===== src/rtl/ibis_lighting_multi_if.sv =====
// Pixel, result and light-table ports of ibis_lighting_multi.
// master = pixel source / table writer / result sink, slave = the lighting stage.
interface ibis_lighting_multi_if #(
    parameter int WIDTH    = 11,
    parameter int LIGHTS   = 4,
    parameter int CHANNELS = 3
);
    localparam int IDXW = (LIGHTS > 1) ? $clog2(LIGHTS) : 1;

    logic                    in_valid;
    logic                    in_ready;
    logic [WIDTH-1:0]        x;
    logic [WIDTH-1:0]        y;
    logic [8*CHANNELS-1:0]   value_in0;
    logic [8*CHANNELS-1:0]   value_in1;

    logic                    out_valid;
    logic                    out_ready;
    logic [8*CHANNELS-1:0]   value_out;

    logic                    cfg_we;
    logic                    cfg_ready;
    logic [IDXW-1:0]         cfg_index;
    logic [WIDTH-1:0]        cfg_origin_x;
    logic [WIDTH-1:0]        cfg_origin_y;
    logic [3:0]              cfg_attenuation;

    modport master (
        output in_valid, x, y, value_in0, value_in1, out_ready,
               cfg_we, cfg_index, cfg_origin_x, cfg_origin_y, cfg_attenuation,
        input  in_ready, out_valid, value_out, cfg_ready
    );

    modport slave (
        input  in_valid, x, y, value_in0, value_in1, out_ready,
               cfg_we, cfg_index, cfg_origin_x, cfg_origin_y, cfg_attenuation,
        output in_ready, out_valid, value_out, cfg_ready
    );
endinterface


===== src/rtl/ibis_lighting_multi.sv =====
// Multi-light lighting stage: walks the light table per pixel, keeps the nearest hit
// coefficient and blends lit/unlit components. Optional IBIS_LIGHTING_MULTI_STATS_EN adds unlit_count.
module ibis_lighting_multi #(
    parameter int WIDTH    = 11,
    parameter int LIGHTS   = 4,
    parameter int CHANNELS = 3
) (
    input  logic                  aclk,
    input  logic                  areset,
    ibis_lighting_multi_if.slave  bus,
    output logic [15:0]           unlit_count
);
    localparam int IDXW = (LIGHTS > 1) ? $clog2(LIGHTS) : 1;
    localparam int DW   = 2*WIDTH + 1;

    typedef enum logic [2:0] {IDLE, SUB, SQR, EVAL, MIX, SUM, OUT} state_t;

    state_t                   state_q, state_d;

    logic [WIDTH-1:0]         org_x_q [LIGHTS];
    logic [WIDTH-1:0]         org_y_q [LIGHTS];
    logic [3:0]               att_q   [LIGHTS];

    logic [WIDTH-1:0]         x_q, y_q;
    logic [8*CHANNELS-1:0]    v0_q, v1_q;
    logic [IDXW-1:0]          idx_q;
    logic signed [WIDTH:0]    dx_q, dy_q;
    logic [2*WIDTH-1:0]       dxsq_q, dysq_q;
    logic [7:0]               best_q;
    logic                     seen_q;
    logic [7:0]               m0h_q [CHANNELS];
    logic [7:0]               m1h_q [CHANNELS];
    logic [8*CHANNELS-1:0]    value_out_q;

    logic                     accept_c;
    logic                     cfg_wr_c;
    logic                     last_c;
    logic                     out_hs_c;
    logic [DW-1:0]            dist_c;
    logic [8:0]               ev_c;

    // Returns {hit, coeff}; code 0 always hits with coeff 0, code F never hits.
    function automatic logic [8:0] eval_light(input logic [DW-1:0] d, input logic [3:0] a);
        logic       hit;
        logic [7:0] coeff;
        hit   = 1'b0;
        coeff = 8'h00;
        if (a == 4'h0) begin
            hit = 1'b1;
        end else if (a != 4'hF) begin
            hit   = ((d >> (2*WIDTH - int'(a))) == '0);
            coeff = 8'(d >> (2*WIDTH - 8 - int'(a)));
        end
        return {hit, coeff};
    endfunction

    // |v|^2 of a (WIDTH+1)-bit difference always fits in 2*WIDTH bits.
    function automatic logic [2*WIDTH-1:0] sq_mag(input logic signed [WIDTH:0] v);
        logic signed [2*WIDTH+1:0] ve;
        ve = v;
        return (2*WIDTH)'($unsigned(ve * ve));
    endfunction

    function automatic logic [7:0] mix_hi(input logic [7:0] a, input logic [7:0] b);
        return 8'((16'(a) * 16'(b)) >> 8);
    endfunction

    // Both terms are at most 255*k>>8 and 255*(255-k)>>8, so the sum stays below 255.
    function automatic logic [7:0] blend_sum(input logic [7:0] h0, input logic [7:0] h1);
        return h0 + h1;
    endfunction

    assign accept_c = (state_q == IDLE) && bus.in_valid;
    assign cfg_wr_c = (state_q == IDLE) && bus.cfg_we &&
                      ({1'b0, bus.cfg_index} < (IDXW+1)'(LIGHTS));
    assign last_c   = (idx_q == IDXW'(LIGHTS-1));
    assign out_hs_c = (state_q == OUT) && bus.out_ready;
    assign dist_c   = {1'b0, dxsq_q} + {1'b0, dysq_q};
    assign ev_c     = eval_light(dist_c, att_q[idx_q]);

    always_ff @(posedge aclk or posedge areset) begin
        if (areset) state_q <= IDLE;
        else        state_q <= state_d;
    end

    always_comb begin
        state_d       = state_q;
        bus.in_ready  = 1'b0;
        bus.cfg_ready = 1'b0;
        bus.out_valid = 1'b0;
        case (state_q)
            IDLE: begin
                bus.in_ready  = 1'b1;
                bus.cfg_ready = 1'b1;
                if (accept_c) state_d = SUB;
            end
            SUB:  state_d = SQR;
            SQR:  state_d = EVAL;
            EVAL: state_d = last_c ? MIX : SUB;
            MIX:  state_d = SUM;
            SUM:  state_d = OUT;
            OUT: begin
                bus.out_valid = 1'b1;
                if (out_hs_c) state_d = IDLE;
            end
            default: state_d = IDLE;
        endcase
    end

    // Light table and result register; the table write lands before a same-cycle pixel is evaluated.
    always_ff @(posedge aclk or posedge areset) begin
        if (areset) begin
            for (int i = 0; i < LIGHTS; i++) begin
                org_x_q[i] <= '0;
                org_y_q[i] <= '0;
                att_q[i]   <= 4'hF;
            end
            value_out_q <= '0;
        end else begin
            if (cfg_wr_c) begin
                org_x_q[bus.cfg_index] <= bus.cfg_origin_x;
                org_y_q[bus.cfg_index] <= bus.cfg_origin_y;
                att_q[bus.cfg_index]   <= bus.cfg_attenuation;
            end
            if (state_q == SUM) begin
                for (int c = 0; c < CHANNELS; c++)
                    value_out_q[8*c +: 8] <= seen_q ? blend_sum(m0h_q[c], m1h_q[c])
                                                    : v1_q[8*c +: 8];
            end
        end
    end

    always_ff @(posedge aclk) begin
        case (state_q)
            IDLE: begin
                if (accept_c) begin
                    x_q    <= bus.x;
                    y_q    <= bus.y;
                    v0_q   <= bus.value_in0;
                    v1_q   <= bus.value_in1;
                    idx_q  <= '0;
                    best_q <= 8'h00;
                    seen_q <= 1'b0;
                end
            end
            SUB: begin
                dx_q <= $signed({1'b0, x_q}) - $signed({1'b0, org_x_q[idx_q]});
                dy_q <= $signed({1'b0, y_q}) - $signed({1'b0, org_y_q[idx_q]});
            end
            SQR: begin
                dxsq_q <= sq_mag(dx_q);
                dysq_q <= sq_mag(dy_q);
            end
            EVAL: begin
                if (ev_c[8]) begin
                    if (!seen_q || (ev_c[7:0] < best_q)) best_q <= ev_c[7:0];
                    seen_q <= 1'b1;
                end
                if (!last_c) idx_q <= idx_q + IDXW'(1);
            end
            MIX: begin
                for (int c = 0; c < CHANNELS; c++) begin
                    m0h_q[c] <= mix_hi(v0_q[8*c +: 8], 8'd255 - best_q);
                    m1h_q[c] <= mix_hi(v1_q[8*c +: 8], best_q);
                end
            end
            default: ;
        endcase
    end

    assign bus.value_out = value_out_q;

`ifdef IBIS_LIGHTING_MULTI_STATS_EN
    logic [15:0] unlit_q;

    always_ff @(posedge aclk or posedge areset) begin
        if (areset)                                          unlit_q <= 16'h0000;
        else if (out_hs_c && !seen_q && unlit_q != 16'hFFFF) unlit_q <= unlit_q + 16'd1;
    end

    assign unlit_count = unlit_q;
`else
    assign unlit_count = 16'h0000;
`endif
endmodule

===== src/flat_wrapper.sv =====
// flat-port wrapper written by rule: the top's interface ports become plain ports
module ibis_lighting_multi_flat 
#(
    parameter int WIDTH    = 11,
    parameter int LIGHTS   = 4,
    parameter int CHANNELS = 3
)
  (aclk, areset, unlit_count, bus_in_valid, bus_x, bus_y, bus_value_in0, bus_value_in1, bus_out_ready, bus_cfg_we, bus_cfg_index, bus_cfg_origin_x, bus_cfg_origin_y, bus_cfg_attenuation, bus_in_ready, bus_out_valid, bus_value_out, bus_cfg_ready);
  ibis_lighting_multi_if #(.WIDTH(WIDTH), .LIGHTS(LIGHTS), .CHANNELS(CHANNELS)) bus_i ();
  input  logic aclk;
  input  logic areset;
  output logic [15:0] unlit_count;
  input wire logic [$bits(bus_i.in_valid)-1:0] bus_in_valid;
  input wire logic [$bits(bus_i.x)-1:0] bus_x;
  input wire logic [$bits(bus_i.y)-1:0] bus_y;
  input wire logic [$bits(bus_i.value_in0)-1:0] bus_value_in0;
  input wire logic [$bits(bus_i.value_in1)-1:0] bus_value_in1;
  input wire logic [$bits(bus_i.out_ready)-1:0] bus_out_ready;
  input wire logic [$bits(bus_i.cfg_we)-1:0] bus_cfg_we;
  input wire logic [$bits(bus_i.cfg_index)-1:0] bus_cfg_index;
  input wire logic [$bits(bus_i.cfg_origin_x)-1:0] bus_cfg_origin_x;
  input wire logic [$bits(bus_i.cfg_origin_y)-1:0] bus_cfg_origin_y;
  input wire logic [$bits(bus_i.cfg_attenuation)-1:0] bus_cfg_attenuation;
  output wire logic [$bits(bus_i.in_ready)-1:0] bus_in_ready;
  output wire logic [$bits(bus_i.out_valid)-1:0] bus_out_valid;
  output wire logic [$bits(bus_i.value_out)-1:0] bus_value_out;
  output wire logic [$bits(bus_i.cfg_ready)-1:0] bus_cfg_ready;
  assign bus_i.in_valid = bus_in_valid;
  assign bus_i.x = bus_x;
  assign bus_i.y = bus_y;
  assign bus_i.value_in0 = bus_value_in0;
  assign bus_i.value_in1 = bus_value_in1;
  assign bus_i.out_ready = bus_out_ready;
  assign bus_i.cfg_we = bus_cfg_we;
  assign bus_i.cfg_index = bus_cfg_index;
  assign bus_i.cfg_origin_x = bus_cfg_origin_x;
  assign bus_i.cfg_origin_y = bus_cfg_origin_y;
  assign bus_i.cfg_attenuation = bus_cfg_attenuation;
  assign bus_in_ready = bus_i.in_ready;
  assign bus_out_valid = bus_i.out_valid;
  assign bus_value_out = bus_i.value_out;
  assign bus_cfg_ready = bus_i.cfg_ready;
  ibis_lighting_multi #(.WIDTH(WIDTH), .LIGHTS(LIGHTS), .CHANNELS(CHANNELS)) u_core (.aclk(aclk), .areset(areset), .bus(bus_i), .unlit_count(unlit_count));
endmodule

===== config.mk =====
export PLATFORM = sky130hd
export DESIGN_NAME = ibis_lighting_multi_flat
export DESIGN_NICKNAME = d
export VERILOG_FILES = /design/src/rtl/ibis_lighting_multi_if.sv /design/src/rtl/ibis_lighting_multi.sv /design/src/flat_wrapper.sv
export SDC_FILE = /design/constraint.sdc
export NUM_CORES = 2
export LEC_CHECK = 0
export ABC_AREA = 1
export BUFFER_PORTS_ARGS = -buffer_cell sky130_fd_sc_hd__clkbuf_2
export CAP_MARGIN = 20
export CORE_AREA = 2 2 320 196
export CTS_CLUSTER_SIZE = 16
export DETAILED_ROUTE_END_ITERATION = 16
export DIE_AREA = 0 0 322 198
export PLACE_DENSITY = 0.76
export SLEW_MARGIN = 0
export SYNTH_ARGS = -nofsm -noshare
export SYNTH_HDL_FRONTEND = slang
export SYNTH_SLANG_ARGS = --single-unit
export TNS_END_PERCENT = 50

===== constraint.sdc =====
create_clock -name aclk -period 5.8 [get_ports aclk]
set_clock_uncertainty 0.15 [all_clocks]
set_input_delay 1.16 -clock aclk [delete_from_list [all_inputs] [get_ports aclk]]
set_output_delay 1.16 -clock aclk [all_outputs]
set_load 0.005 [all_outputs]

==> metrics <==
Required @ worst endpoint=5960 ps; Layout area overhead=8.61%; GRT met1 Usage=46.3%; pre-CTS setup slack=100 ps; Worst Max-Slew Pin Slew=984 ps; Initial Utilization=59.0%; via count=27022; # clock sinks=326; outcome=finished, final reports clean; Cell variety after synth=53; Ys Warns=0; grt met3 use=7.46%; WL per Instance=17.2 µm; TritonCTS clock tree=done; slew margin rel.=34.3%; die area=63800 µm²; IO buf count=129; final WL=87.2 mm; vias per inst=5.34; top cells by area, synth=fa_1, edfxtp_1, ha_1, inv_1, nand2_1; RSZ-0062 raised after global routing=yes; fin area=39300 µm²; Final Cycle Share=97.5%; ys flop type=edfxtp_1; CTS root buffer=clkbuf_16; synthesis-stage register bit count=326; min cycle time layout=5650 ps; Hold WC Path Type=register to register; CTS H-tree depth=2; Antenna Cells=0; Post-synth EDFFs=195; Arr. time, crit path=5820 ps; Die H=198 µm; critical path type=register to register; largest family of logic cells by synthesized area=adder cells; clk slew on worst S/H paths=70 ps; Post-synth top cells=inv_1, nand2_1, fa_1; Hold Slack=336 ps; Core Region=61300 µm²; R2R depth=26; CTS buffer count=34; WHS Path Cells=2; Die Wd=322 µm; Post-synth ARST share=40.2%; initial antenna violation count=4; Synth Area in XOR/XNOR=3.46%; Simple-Gate Fraction of Synth Area=14.0%; register area share after synthesis=25.3%; Synth Area in Adders=37.5%; syn avg cell area=8.80 µm²; max-slew violation count=0; count leader, synth=inv_1; Final nets=5155; Setup WS post-layout=147 ps; cell count after synthesis=4108; CP endpoint kind=register; Maximum Capacitance Violations=0; share of layout cells above drive strength 1=9.90%; wire length of the first global-routing pass=143 mm; total global-route track usage=28.5%; HPWL after DPL=69.1 mm; FMAX=0.177 GHz; mux share of post-synthesis cell area=1.78%; Synth Area in Compound Gates=5.96%; Routed Antenna Nets=0; post-synth top area cell=fa_1; Startpoint Class=register; vias in the first global route=26644; Worst-Skew Late Latency=580 ps; Post-route DRC=0; 1st-iter DRT viols=2498; pin count of the biggest net entering global routing=90; met2 usage=38.0%; final setup violating endpoints=0; busiest grt layer=met1; routability congestion estimate=0.966; DP Area=37800 µm²; Synth top area share=24.6%; Core Rows=71; drt pass-1 iters=6; GR Overflow Total=0; CP Max Fanout=6; number of I/O pins=146; Netlist Area Pre-Place=36100 µm²; Clock Path Buffers=3; Final Hold Vio Count=0
## repair_timing
item	4_1_cts	5_1_grt
buffers inserted	0	28
setup endpoints to repair	0	11
hold buffers	0	0
resized for setup	0	20
## final cells by class
class                      instances  area (µm²)
clock buffer                      47         993
inverter                         946        3560
multi-input combinational       2689       22900
sequential                       326        9150
clock inverter                    15         149
timing repair buffer             238        1520
fill                            5029       22000
tap                              803        1000
## metal layers
layer  part of all wire [%]  wire length (µm)
met4                    1.5              1280
met2                     39             33700
met1                     49             42300
met3                     11              9780
met5                  0.063                55
## stage by stage
step / std cells / utilization [%] / setup TNS [ps]
floorplan: 4123 / - / 0
global placement: 4974 / 61.7 / 0
detailed placement: 4974 / 61.7 / 0
CTS: 5036 / 63.5 / 0
global route: 5064 / 64.0 / -86.7
finish: 5064 / 64.0 / 0
## flip-flops by register name, indices dropped and copies added (netlist names), 8 cells and up
name	flops
u_core.org_x_q	44
u_core.org_y_q	44
u_core.bus.value_out	24
u_core.m0h_q	24
u_core.m1h_q	24
u_core.v0_q	24
u_core.v1_q	24
u_core.dxsq_q	21
u_core.dysq_q	21
u_core.att_q	16
u_core.dx_q	12
u_core.dy_q	12
u_core.x_q	11
u_core.y_q	11
u_core.best_q	8
## worst paths after layout
check | start | end | slack [ps]
setup / recovery | u_core.best_q[2] | u_core.m0h_q[0][15] | 150
hold / removal | u_core.bus.value_out[5] | u_core.bus.value_out[5] | 340
min in group asynchronous | areset | u_core.org_x_q[34] | 620
hold reg to reg | u_core.bus.value_out[5] | u_core.bus.value_out[5] | 340
setup reg to reg | u_core.best_q[2] | u_core.m0h_q[0][15] | 150
max in group asynchronous | areset | u_core.org_y_q[7] | 3810
## logic make-up (layout without fill, tap and decap cells)
kind of cell,after synthesis,in the layout
compound gates,394,394
xor+xnor,142,142
fa+ha+maj,817,817
buf+inv,1108,1246
flops,326,326
mux,57,57
other cells,1,16
simple gates,1263,1263
## worst max-delay path: stages (launching register included)
cell	delay, ps
edfxtp_1	460
clkinv_1	300
nand2_1	190
fa_1	430
fa_1	550
inv_1	50
fa_1	480
inv_1	50
fa_1	470
inv_1	60
ha_1	280
nand2_1	100
nor2_1	50
a211oi_1	250
o41ai_2	170
buf_4	170
nand2_1	50
inv_1	50
or2_2	310
nand2_1	70
o21ai_1	80
nand3_1	80
nand2_1	70
a21o_1	180
nand2_1	60
nand2_1	60
xor2_1	140
## cell usage in the layout, fill, tap and decap left out, types with 88 or more instances in the layout
cell      synthesis  routed
a21oi_1         164     160
buf_4            19     103
clkbuf_2          2     130
dfrtp_1         115     115
edfxtp_1        195     195
fa_1            444     443
ha_1            373     371
inv_1           931     930
nand2_1         836     836
nand3_1         136     136
nor2_1          232     230
o21ai_0         148     146
xor2_1           88      88
Power is not shown: default switching activity piles up to over one toggle a cycle in this logic, so the estimate is an artifact.
